`config.mk`:
```
export PLATFORM = sky130hd
export DESIGN_NAME = spectrum_bar_driver
export DESIGN_NICKNAME = d
export VERILOG_FILES = /design/src/rtl/spectrum_bar_driver.sv
export SDC_FILE = /design/constraint.sdc
export NUM_CORES = 1
export LEC_CHECK = 0
export CAP_MARGIN = 5
export CORE_MARGIN = 2
export CORE_UTILIZATION = 35
export DETAILED_ROUTE_END_ITERATION = 8
export DONT_BUFFER_PORTS = 1
export GPL_TIMING_DRIVEN = 0
export PLACE_DENSITY = 0.54
export REMOVE_ABC_BUFFERS = 1
export SLEW_MARGIN = 20
export SYNTH_ARGS = -nofsm -noshare
export SYNTH_HDL_FRONTEND = slang
export SYNTH_SLANG_ARGS = --single-unit
```
`constraint.sdc`:
```
create_clock -name clk -period 7 [get_ports clk]
set_input_delay 0.7 -clock clk [delete_from_list [all_inputs] [get_ports clk]]
set_output_delay 0.7 -clock clk [all_outputs]
set_load 0.1 [all_outputs]
```
`src/rtl/spectrum_bar_driver.sv`:
```
// spectrum_bar_driver
//   Turns each completed frame of FFT bin magnitudes into quantised LED bar
//   heights. Each bar falls by at most DECAY levels per frame and carries a
//   peak-hold marker. Bars are then streamed one per valid/ready handshake.
//
// Ports
//   clk         : single clock
//   reset_n     : asynchronous assert, synchronous release, active low
//   magnitudes  : MAG_W x SAMPLES bin magnitudes; only bins 0..BARS-1 are used
//   frame_done  : upstream done level; its rising edge starts a frame
//   bar_ready   : downstream accepts the presented bar this cycle
//   bar_valid   : bar_index/bar_level/peak_level/bar_last are valid
//   bar_index   : bar number 0..BARS-1
//   bar_level   : smoothed bar height
//   peak_level  : peak-hold marker height
//   bar_last    : marks the beat carrying bar BARS-1
//   busy        : high whenever a frame is being updated or sent
//   drop_count  : frames ignored because one was in flight, saturates at 255
module spectrum_bar_driver #(
  parameter int SAMPLES     = 16,
  parameter int MAG_W       = 18,
  parameter int BARS        = 8,
  parameter int LEVEL_W     = 4,
  parameter int SHIFT       = 8,
  parameter int DECAY       = 1,
  parameter int HOLD_FRAMES = 4
) (
  input  logic                    clk,
  input  logic                    reset_n,
  input  logic [MAG_W-1:0]        magnitudes [SAMPLES],
  input  logic                    frame_done,
  input  logic                    bar_ready,
  output logic                    bar_valid,
  output logic [$clog2(BARS)-1:0] bar_index,
  output logic [LEVEL_W-1:0]      bar_level,
  output logic [LEVEL_W-1:0]      peak_level,
  output logic                    bar_last,
  output logic                    busy,
  output logic [7:0]              drop_count
);

  localparam int IDX_W  = $clog2(BARS);
  // k runs one step past the last bar so the first beat lands BARS+1 edges
  // after the capture edge.
  localparam int K_W    = $clog2(BARS + 1);
  localparam int HOLD_W = $clog2(HOLD_FRAMES + 1);

  localparam logic [K_W-1:0]     K_DONE    = K_W'(BARS);
  localparam logic [IDX_W-1:0]   IDX_LAST  = IDX_W'(BARS - 1);
  localparam logic [LEVEL_W-1:0] LVL_MAX   = {LEVEL_W{1'b1}};
  localparam logic [MAG_W-1:0]   LVL_MAX_W = MAG_W'((1 << LEVEL_W) - 1);
  localparam logic [LEVEL_W-1:0] DECAY_L   = LEVEL_W'(DECAY);
  localparam logic [HOLD_W-1:0]  HOLD_L    = HOLD_W'(HOLD_FRAMES);

  typedef enum logic [1:0] {IDLE, UPDATE, SEND} state_t;

  state_t             state_q;
  logic               frame_done_q;
  logic [K_W-1:0]     k_q;
  logic [MAG_W-1:0]   snap_q [BARS];
  logic [LEVEL_W-1:0] bar_q  [BARS];
  logic [LEVEL_W-1:0] peak_q [BARS];
  logic [HOLD_W-1:0]  hold_q [BARS];

  logic               bar_valid_q;
  logic [IDX_W-1:0]   bar_index_q;
  logic [LEVEL_W-1:0] bar_level_q;
  logic [LEVEL_W-1:0] peak_level_q;
  logic               bar_last_q;
  logic               busy_q;
  logic [7:0]         drop_count_q;

  logic fe;
  assign fe = frame_done & ~frame_done_q;

  // Upper bins are the mirror image of the lower ones for real input and
  // carry no extra information; fold them so they are visibly accounted for.
  logic [MAG_W-1:0] unused_upper_bins;
  always_comb begin
    unused_upper_bins = '0;
    for (int i = BARS; i < SAMPLES; i++) unused_upper_bins ^= magnitudes[i];
  end

  // Quantise every snapshot bin: shift at full width, then saturate.
  logic [LEVEL_W-1:0] lvl_all [BARS];
  generate
    for (genvar gi = 0; gi < BARS; gi++) begin : g_quant
      logic [MAG_W-1:0] shifted;
      assign shifted     = snap_q[gi] >> SHIFT;
      assign lvl_all[gi] = (shifted > LVL_MAX_W) ? LVL_MAX : shifted[LEVEL_W-1:0];
    end
  endgenerate

  // Smoothing and peak-hold for the bar currently addressed by k.
  logic [IDX_W-1:0]   k_idx;
  logic [LEVEL_W-1:0] lvl_k, bar_old, peak_old, bar_dec, peak_dec;
  logic [HOLD_W-1:0]  hold_old;
  logic [LEVEL_W-1:0] bar_d, peak_d;
  logic [HOLD_W-1:0]  hold_d;

  assign k_idx    = k_q[IDX_W-1:0];
  assign lvl_k    = lvl_all[k_idx];
  assign bar_old  = bar_q[k_idx];
  assign peak_old = peak_q[k_idx];
  assign hold_old = hold_q[k_idx];

  always_comb begin
    bar_dec  = (bar_old > DECAY_L) ? (bar_old - DECAY_L) : '0;
    peak_dec = (peak_old != '0) ? (peak_old - LEVEL_W'(1)) : '0;
    if (lvl_k >= bar_old) bar_d = lvl_k;
    else                  bar_d = (lvl_k > bar_dec) ? lvl_k : bar_dec;

    peak_d = peak_old;
    hold_d = hold_old;
    if (bar_d >= peak_old) begin
      peak_d = bar_d;
      hold_d = HOLD_L;
    end else if (hold_old != '0) begin
      hold_d = hold_old - HOLD_W'(1);
    end else begin
      peak_d = (bar_d > peak_dec) ? bar_d : peak_dec;
    end
  end

  logic [IDX_W-1:0] idx_next;
  assign idx_next = bar_index_q + IDX_W'(1);

  always_ff @(posedge clk or negedge reset_n) begin
    if (!reset_n) begin
      state_q      <= IDLE;
      frame_done_q <= 1'b0;
      k_q          <= '0;
      for (int i = 0; i < BARS; i++) begin
        snap_q[i] <= '0;
        bar_q[i]  <= '0;
        peak_q[i] <= '0;
        hold_q[i] <= '0;
      end
      bar_valid_q  <= 1'b0;
      bar_index_q  <= '0;
      bar_level_q  <= '0;
      peak_level_q <= '0;
      bar_last_q   <= 1'b0;
      busy_q       <= 1'b0;
      drop_count_q <= '0;
    end else begin
      frame_done_q <= frame_done;

      // Any new frame edge outside IDLE is dropped, including the cycle of
      // the final handshake (state is still SEND then).
      if (fe && (state_q != IDLE) && (drop_count_q != 8'hFF))
        drop_count_q <= drop_count_q + 8'd1;

      case (state_q)
        IDLE: begin
          if (fe) begin
            for (int i = 0; i < BARS; i++) snap_q[i] <= magnitudes[i];
            k_q     <= '0;
            state_q <= UPDATE;
            busy_q  <= 1'b1;
          end
        end

        UPDATE: begin
          if (k_q == K_DONE) begin
            state_q      <= SEND;
            bar_valid_q  <= 1'b1;
            bar_index_q  <= '0;
            bar_level_q  <= bar_q[0];
            peak_level_q <= peak_q[0];
            bar_last_q   <= (BARS == 1);
          end else begin
            bar_q[k_idx]  <= bar_d;
            peak_q[k_idx] <= peak_d;
            hold_q[k_idx] <= hold_d;
            k_q           <= k_q + K_W'(1);
          end
        end

        SEND: begin
          if (bar_ready) begin
            if (bar_last_q) begin
              state_q      <= IDLE;
              bar_valid_q  <= 1'b0;
              bar_index_q  <= '0;
              bar_level_q  <= '0;
              peak_level_q <= '0;
              bar_last_q   <= 1'b0;
              busy_q       <= 1'b0;
            end else begin
              bar_index_q  <= idx_next;
              bar_level_q  <= bar_q[idx_next];
              peak_level_q <= peak_q[idx_next];
              bar_last_q   <= (idx_next == IDX_LAST);
            end
          end
        end

        default: state_q <= IDLE;
      endcase
    end
  end

  assign bar_valid  = bar_valid_q;
  assign bar_index  = bar_index_q;
  assign bar_level  = bar_level_q;
  assign peak_level = peak_level_q;
  assign bar_last   = bar_last_q;
  assign busy       = busy_q;
  assign drop_count = drop_count_q;

endmodule

```
==> Yosys cells after proc, flatten, opt, wreduce, memory -nomap -nowiden <==
Index checks and enable logic that the tools add are counted.
{ "totals": {"in_bits": 292, "wordCells": 168, "register_bits": 261, "output_inout_bits": 22} }
{ "classes": {"reduce_logical": 17, "muxes": 72, "addsub": 6, "eq_ne": 10, "n_lt_le_gt_ge": 16, "n_bitwise": 5} }
{ "ops": {"columns": ["op", "n"], "rows": [
  ["4-bit two-way mux", 34],
  ["10-bit by 4-bit greater-than comparator with 1-bit output, second input constant", 8],
  ["32-bit bitwise mux", 2],
  ["4-bit binary-select mux with 3-bit select", 5],
  ["24-bit bitwise mux", 1],
  ["3-bit two-way mux", 8],
  ["4-bit case mux with 2 select lines", 3],
  ["4-bit demux with 3-bit select", 1],
  ["4-bit AND reduction", 3],
  ["2-bit inequality test, second input constant", 5],
  ["3-bit binary-select mux with 3-bit select", 1],
  ["3-bit demux with 3-bit select", 1],
  ["8-bit by 1-bit adder with 8-bit output, second input constant", 1],
  ["4-bit >= comparator", 2],
  ["4-bit >= comparator, second input constant", 2],
  ["4-bit greater-than comparator", 2],
  ["2-bit two-way mux", 4],
  ["8-bit inequality test, second input constant", 1],
  ["3-bit inverter with 4-bit output", 2],
  ["2-bit nonzero test", 4],
  ["4-bit by 1-bit subtractor with 4-bit output, second input constant", 2],
  ["1-bit two-way mux", 7],
  ["1-bit case mux with 2 select lines", 3],
  ["2-bit case mux with 3 select lines", 1],
  ["18 further kinds", 23]
]} }

==> Depth between registers and ports, before layout <==
{ "depth": {"depth_word": 14, "ltp_mapped": 27, "depth_no_buf": 23} }

==> Worst setup path before layout <==
OpenSTA, ideal clock, no wires.
{ "synth_path": {"kind": "flip-flop to flip-flop", "startpoint": "register k_q[1]", "endpoint": "register peak_q[28] in the netlist's numbering", "path_buffers": 4, "path_slack_ns": 1.122, "setup_ns": 0.078, "arrival_time_ns": 5.801, "period_less_slack_ns": 5.878, "required_time_ns": 6.922, "stages_incl_launch_ff": 26, "cell_sequence": "dfrtp_1 > buf_2 > buf_2 > buf_1 > o21ai_0 > a21oi_1 > nor2b_1 > ha_1 > or2_2 > o211a_1 > or2_2 > ha_1 > nor2b_1 > o211ai_1 > a21oi_1 > nor2_1 > mux2i_1 > inv_1 > ha_1 > nor3_1 > a211oi_1 > o21ai_0 > o32ai_4 > buf_6 > o22ai_1 > a21oi_1"} }
{ "synth_via": {"elab_chain_len": 14, "elab_cells_between_ends": 38, "cone_classes": "add/sub (2); order compare (7); eq/ne (1); mux (22); bitwise (2); reduce/logical (4)"} }
{ "synth_rtl": {"columns": ["element", "line", "text"], "rows": [
  ["from (decl)", "59", "logic [K_W-1:0] k_q;"],
  ["from (signal assigned)", "176", "k_q <= k_q + K_W'(1);"],
  ["3-bit inverter with 4-bit output (not written as such) *", "102, 103", null],
  ["4-bit binary-select mux with 3-bit select", "103", "assign bar_old = bar_q[k_idx];"],
  ["4-bit two-way mux (not written as such) (2 in series)", "103", null],
  ["4-bit by 1-bit subtractor with 4-bit output or 4-bit by 1-bit greater-than comparator with 1-bit output (tied branches)", "108", "bar_dec = (bar_old > DECAY_L) ? (bar_old - DECAY_L) : '0;"],
  ["4-bit two-way mux", "108", null],
  ["4-bit greater-than comparator", "111", "else bar_d = (lvl_k > bar_dec) ? lvl_k : bar_dec;"],
  ["4-bit two-way mux", "111", null],
  ["4-bit two-way mux *", "110", "if (lvl_k >= bar_old) bar_d = lvl_k;"],
  ["net bar_d[2]", "98", "logic [LEVEL_W-1:0] bar_d, peak_d;"],
  ["4-bit greater-than comparator", "121", "peak_d = (bar_d > peak_dec) ? bar_d : peak_dec;"],
  ["4-bit two-way mux", "121", null],
  ["4-bit two-way mux", "118", "end else if (hold_old != '0) begin"],
  ["4-bit two-way mux *", "115", "if (bar_d >= peak_old) begin"],
  ["32-bit bitwise mux *", "174", "peak_q[k_idx] <= peak_d;"],
  ["to (signal, indexed assignment)", "174", null],
  ["to (decl)", "62", "logic [LEVEL_W-1:0] peak_q [BARS];"]
]} }
The timed path passes the listed nets; every way through them passes the cells marked *. The select of a mux whose other input is x is not followed.
A chain may end at the register's enable or synchronous reset.

==> Worst setup path in the final report <==
{ "layout_path": {"startpoint": "register k_q[0]", "endpoint": "register peak_q[17] in the netlist's numbering"} }
{ "layout_via": {"elab_chain_len": 14, "elab_cells_between_ends": 38, "cone_classes": "add/sub (2); order compare (7); eq/ne (1); mux (22); bitwise (2); reduce/logical (4)"} }
{ "layout_rtl": {"columns": ["element", "line"], "rows": [
  ["3-bit inverter with 4-bit output (not written as such)", null],
  ["4-bit binary-select mux with 3-bit select", "103"],
  ["4-bit two-way mux (not written as such) (2 in series)", "103"],
  ["4-bit by 1-bit subtractor with 4-bit output or 4-bit by 1-bit greater-than comparator with 1-bit output (tied branches)", "108"],
  ["4-bit two-way mux", "108"],
  ["4-bit greater-than comparator", "111"],
  ["4-bit two-way mux", "111"],
  ["4-bit two-way mux", "110"],
  ["4-bit greater-than comparator", "121"],
  ["4-bit two-way mux", "121"],
  ["4-bit two-way mux", "118"],
  ["4-bit two-way mux", "115"],
  ["32-bit bitwise mux", "174"]
]} }
Several ways; a longest one is shown, not always the timed one. The select of a mux whose other input is x is not followed.

==> results.py <==
metrics = {
    "synthesis": {
        "yosysTopAreaCellShare_pct": 48.4,
        "ys_types": 69,
        "synthTopCellsByArea": "dfrtp_1 48%, nand2_1 13%, mux4_2 5.1%",
        "synth.top_cells.by_count": "340 x nand2_1, 197 x dfrtp_1, 58 x o21ai_0",
        "syn_inst": 1077,
        "synth_edf_count": 0,
        "async_flop_share_pct": 100,
        "netlist_area_sq_um": 10200,
        "yosys_warnings": 0,
        "ys_seq_elements": 197,
        "yosysSeqAreaShare_pct": 48.4,
        "postSynthAreaPerCell_sq_um": 9.45,
        "yosys.area.top_type": "dfrtp_1",
        "synth_most_common_cell": "nand2_1",
        "synthFlopType": "dfrtp_1",
    },
    "final_layout": {
        "finish.instance_area_sq_um": 11400,
        "nFillCells": 2851,
        "drive_above_1_share_pct": 12.2,
        "antenna_cells": 0,
        "layout.nets": 1376,
        "area_growth_pct": 11.9,
    },
    "status": {
        "status": "finished, final reports clean",
    },
    "floorplan": {
        "die_area_sq_um": 30500,
        "core_sq_um": 28700,
        "die_w_um": 175,
        "boundaryPins": 314,
        "die_y_um": 175,
        "rows": 62,
        "start_util_pct": 35.5,
    },
    "critical_path": {
        "reg2reg_depth": 23,
        "reg2reg_to": "peak_q[17]",
        "critPathArrivalTime_ps": 6970,
        "path_class": "flip-flop to flip-flop",
        "cp-start-kind": "flip-flop",
        "crit_required_ps": 7290,
        "cpMostUsedCell": "ha_1",
        "crit_chain": "inv_2 -> nand2_1 -> o22a_1 -> nor2b_1 -> ha_1 -> or2_2 -> o211a_1 -> or2_2 -> ha_1 -> nor2b_1 -> o211ai_1 -> a21oi_1 -> nor2_1 -> nor2_1 -> a21oi_2 -> ha_1 -> o21ai_0 -> a211oi_4 -> o21ai_0 -> o32ai_4 -> buf_12 -> o41ai_1 -> a21oi_1",
        "r2r_start": "k_q[0]",
        "reg2reg_slack_ps": 330,
        "cp_slowest_stage_delay_ps": 780,
        "slowest_stage": "dfrtp_4",
        "end_kind": "flip-flop",
        "critPathMaxFanout": 53,
    },
    "clocking": {
        "cts_root_buffer": "clkbuf_16",
        "clk_path_buf_depth": 2,
        "path_clk_slew_ps": 90,
        "clkLatencyLatePin_ps": 450,
        "htree_levels": 4,
        "cts_sinks": 197,
        "cts_tree": "built",
        "cts_buffers": 17,
    },
    "routing": {
        "wl_per_cell_um": 19.3,
        "viasPerCell": 5.37,
        "drt-pass1-iter-count": 7,
        "wl_um": 28100,
        "num_vias": 7813,
        "initialDrtViolationCount": 599,
        "remaining_drc_errors": 0,
        "final_antenna_net_count": 0,
    },
    "timing": {
        "drv_slew": 0,
        "fmax_ghz": 0.150,
        "finalSetupViolations": 0,
        "hold_slack_ps": 121,
        "max_slew_margin_pct": 13.0,
        "hold_viol": 0,
        "fin_crit_sh_pct": 95.3,
        "fin_crit_ps": 6670,
        "worstMarginPinSlew_ps": 1290,
        "skew_ps": 18.5,
    },
    "grt": {
        "grt_pass1_wl_um": 44900,
        "first_global_vias": 7697,
        "grt_overflow_total": 0,
        "grt_max_degree": 198,
        "grtUsageTotal_pct": 19.1,
        "antenna_found_initial": 0,
    },
    "place": {
        "dp_hpwl_um": 18700,
        "portBuffers": 0,
        "gp_congestion": 0.828,
        "postPlaceCellArea_sq_um": 10600,
    },
    "hold_path": {
        "min_path_type": "input port to asynchronous set/reset pin",
    },
    "run": {
        "cap_viol_max_count": 0,
    },
}
worst max-delay path by stage:
stage                start         end  slack (ps)
floorplan           k_q[0]  peak_q[12]        -210
global placement    k_q[0]  peak_q[12]       -2930
detailed placement  k_q[1]  hold_q[10]         -60
CTS                 k_q[0]   hold_q[1]          40
global route        k_q[2]   peak_q[8]         -20
finish              k_q[0]  peak_q[17]         330
registers in the layout, indices dropped and copies added (netlist names):
signal	flops
peak_level	4
frame_done_q	1
bar_last	1
hold_q	24
k_q	4
state_q	2
peak_q	32
bar_q	32
bar_index	3
bar_level	4
busy	1
g_quant.shifted	80
drop_count	8
bar_valid	1
per-layer routing:
layer / wire length [um] / vias to the layer above / track usage (%)
met1: 13100 / 3866 / 27.0
met3: 1510 / 20 / 3.89
met4: 278 / 0 / 4.51
met5: 0 / - / 0
met2: 13200 / 187 / 30.0
li1: - / 3740 / -
layout make-up:
type                    count  area, sq um  area share [%]
well taps                 384          480            4.22
multi-input cells         804         4990            43.9
repair buffers             20          262            2.30
inverters                  18         67.6           0.593
clock buffers              17          425            3.74
flip-flops and latches    197         4940            43.4
clock inverters            15          219            1.92
placed cells by master (no fill, tap or decap), drive strengths merged, types with 20 or more instances in the layout:
cell   Yosys  final
nor2      45     45
inv       18     25
mux2      25     25
dfrtp    197    197
o21ai     66     66
ha        26     26
buf       21     20
nand2    341    341
mux4      23     23
nor3      26     26
a21oi     37     37
logic make-up after synthesis:
logic type	count (synthesis)	synth area share (%)
and+or+nand+nor	509	22.0
DFF	197	48.4
AOI/OAI and AO/OA	191	12.3
buffers and inverters	76	3.36
muxes	67	9.73
adders and majority gates	26	3.20
xor gates and xnor gates	11	0.947
worst max-delay path, delay by kind of cell, from the launching register on:
kind,cells,cell delay [ps]
AO/OA/AOI/OAI,11,2600
adder cells (fa/ha/maj),3,850
buffers and inverters,2,570
flip-flops,1,780
AND/OR/NAND/NOR,7,1700
metrics by stage:
step	std cells	utilization, %	setup WS (ps)	TNS, ps
global placement	1403	36.2	-2930	-143400
floorplan	1019	-	-207	-2650
finish	1455	39.7	327	0
CTS	1451	39.3	43.1	0
detailed placement	1418	37.0	-55.7	-199
global route	1455	39.7	-17.1	-17.1
what timing repair did:
item / 4_1_cts / 5_1_grt
setup endpoints to repair: 29 / 40
buffers inserted: 0 / 3
gates resized for setup: 1 / 6
pin swaps: 0 / 1
hold buffers: 1 / 0
endpoints found under the hold margin: 197 / 0
Power is left out: the tool's default activity adds up to more than one toggle a clock period on the data nets, which glitch-free logic cannot reach.
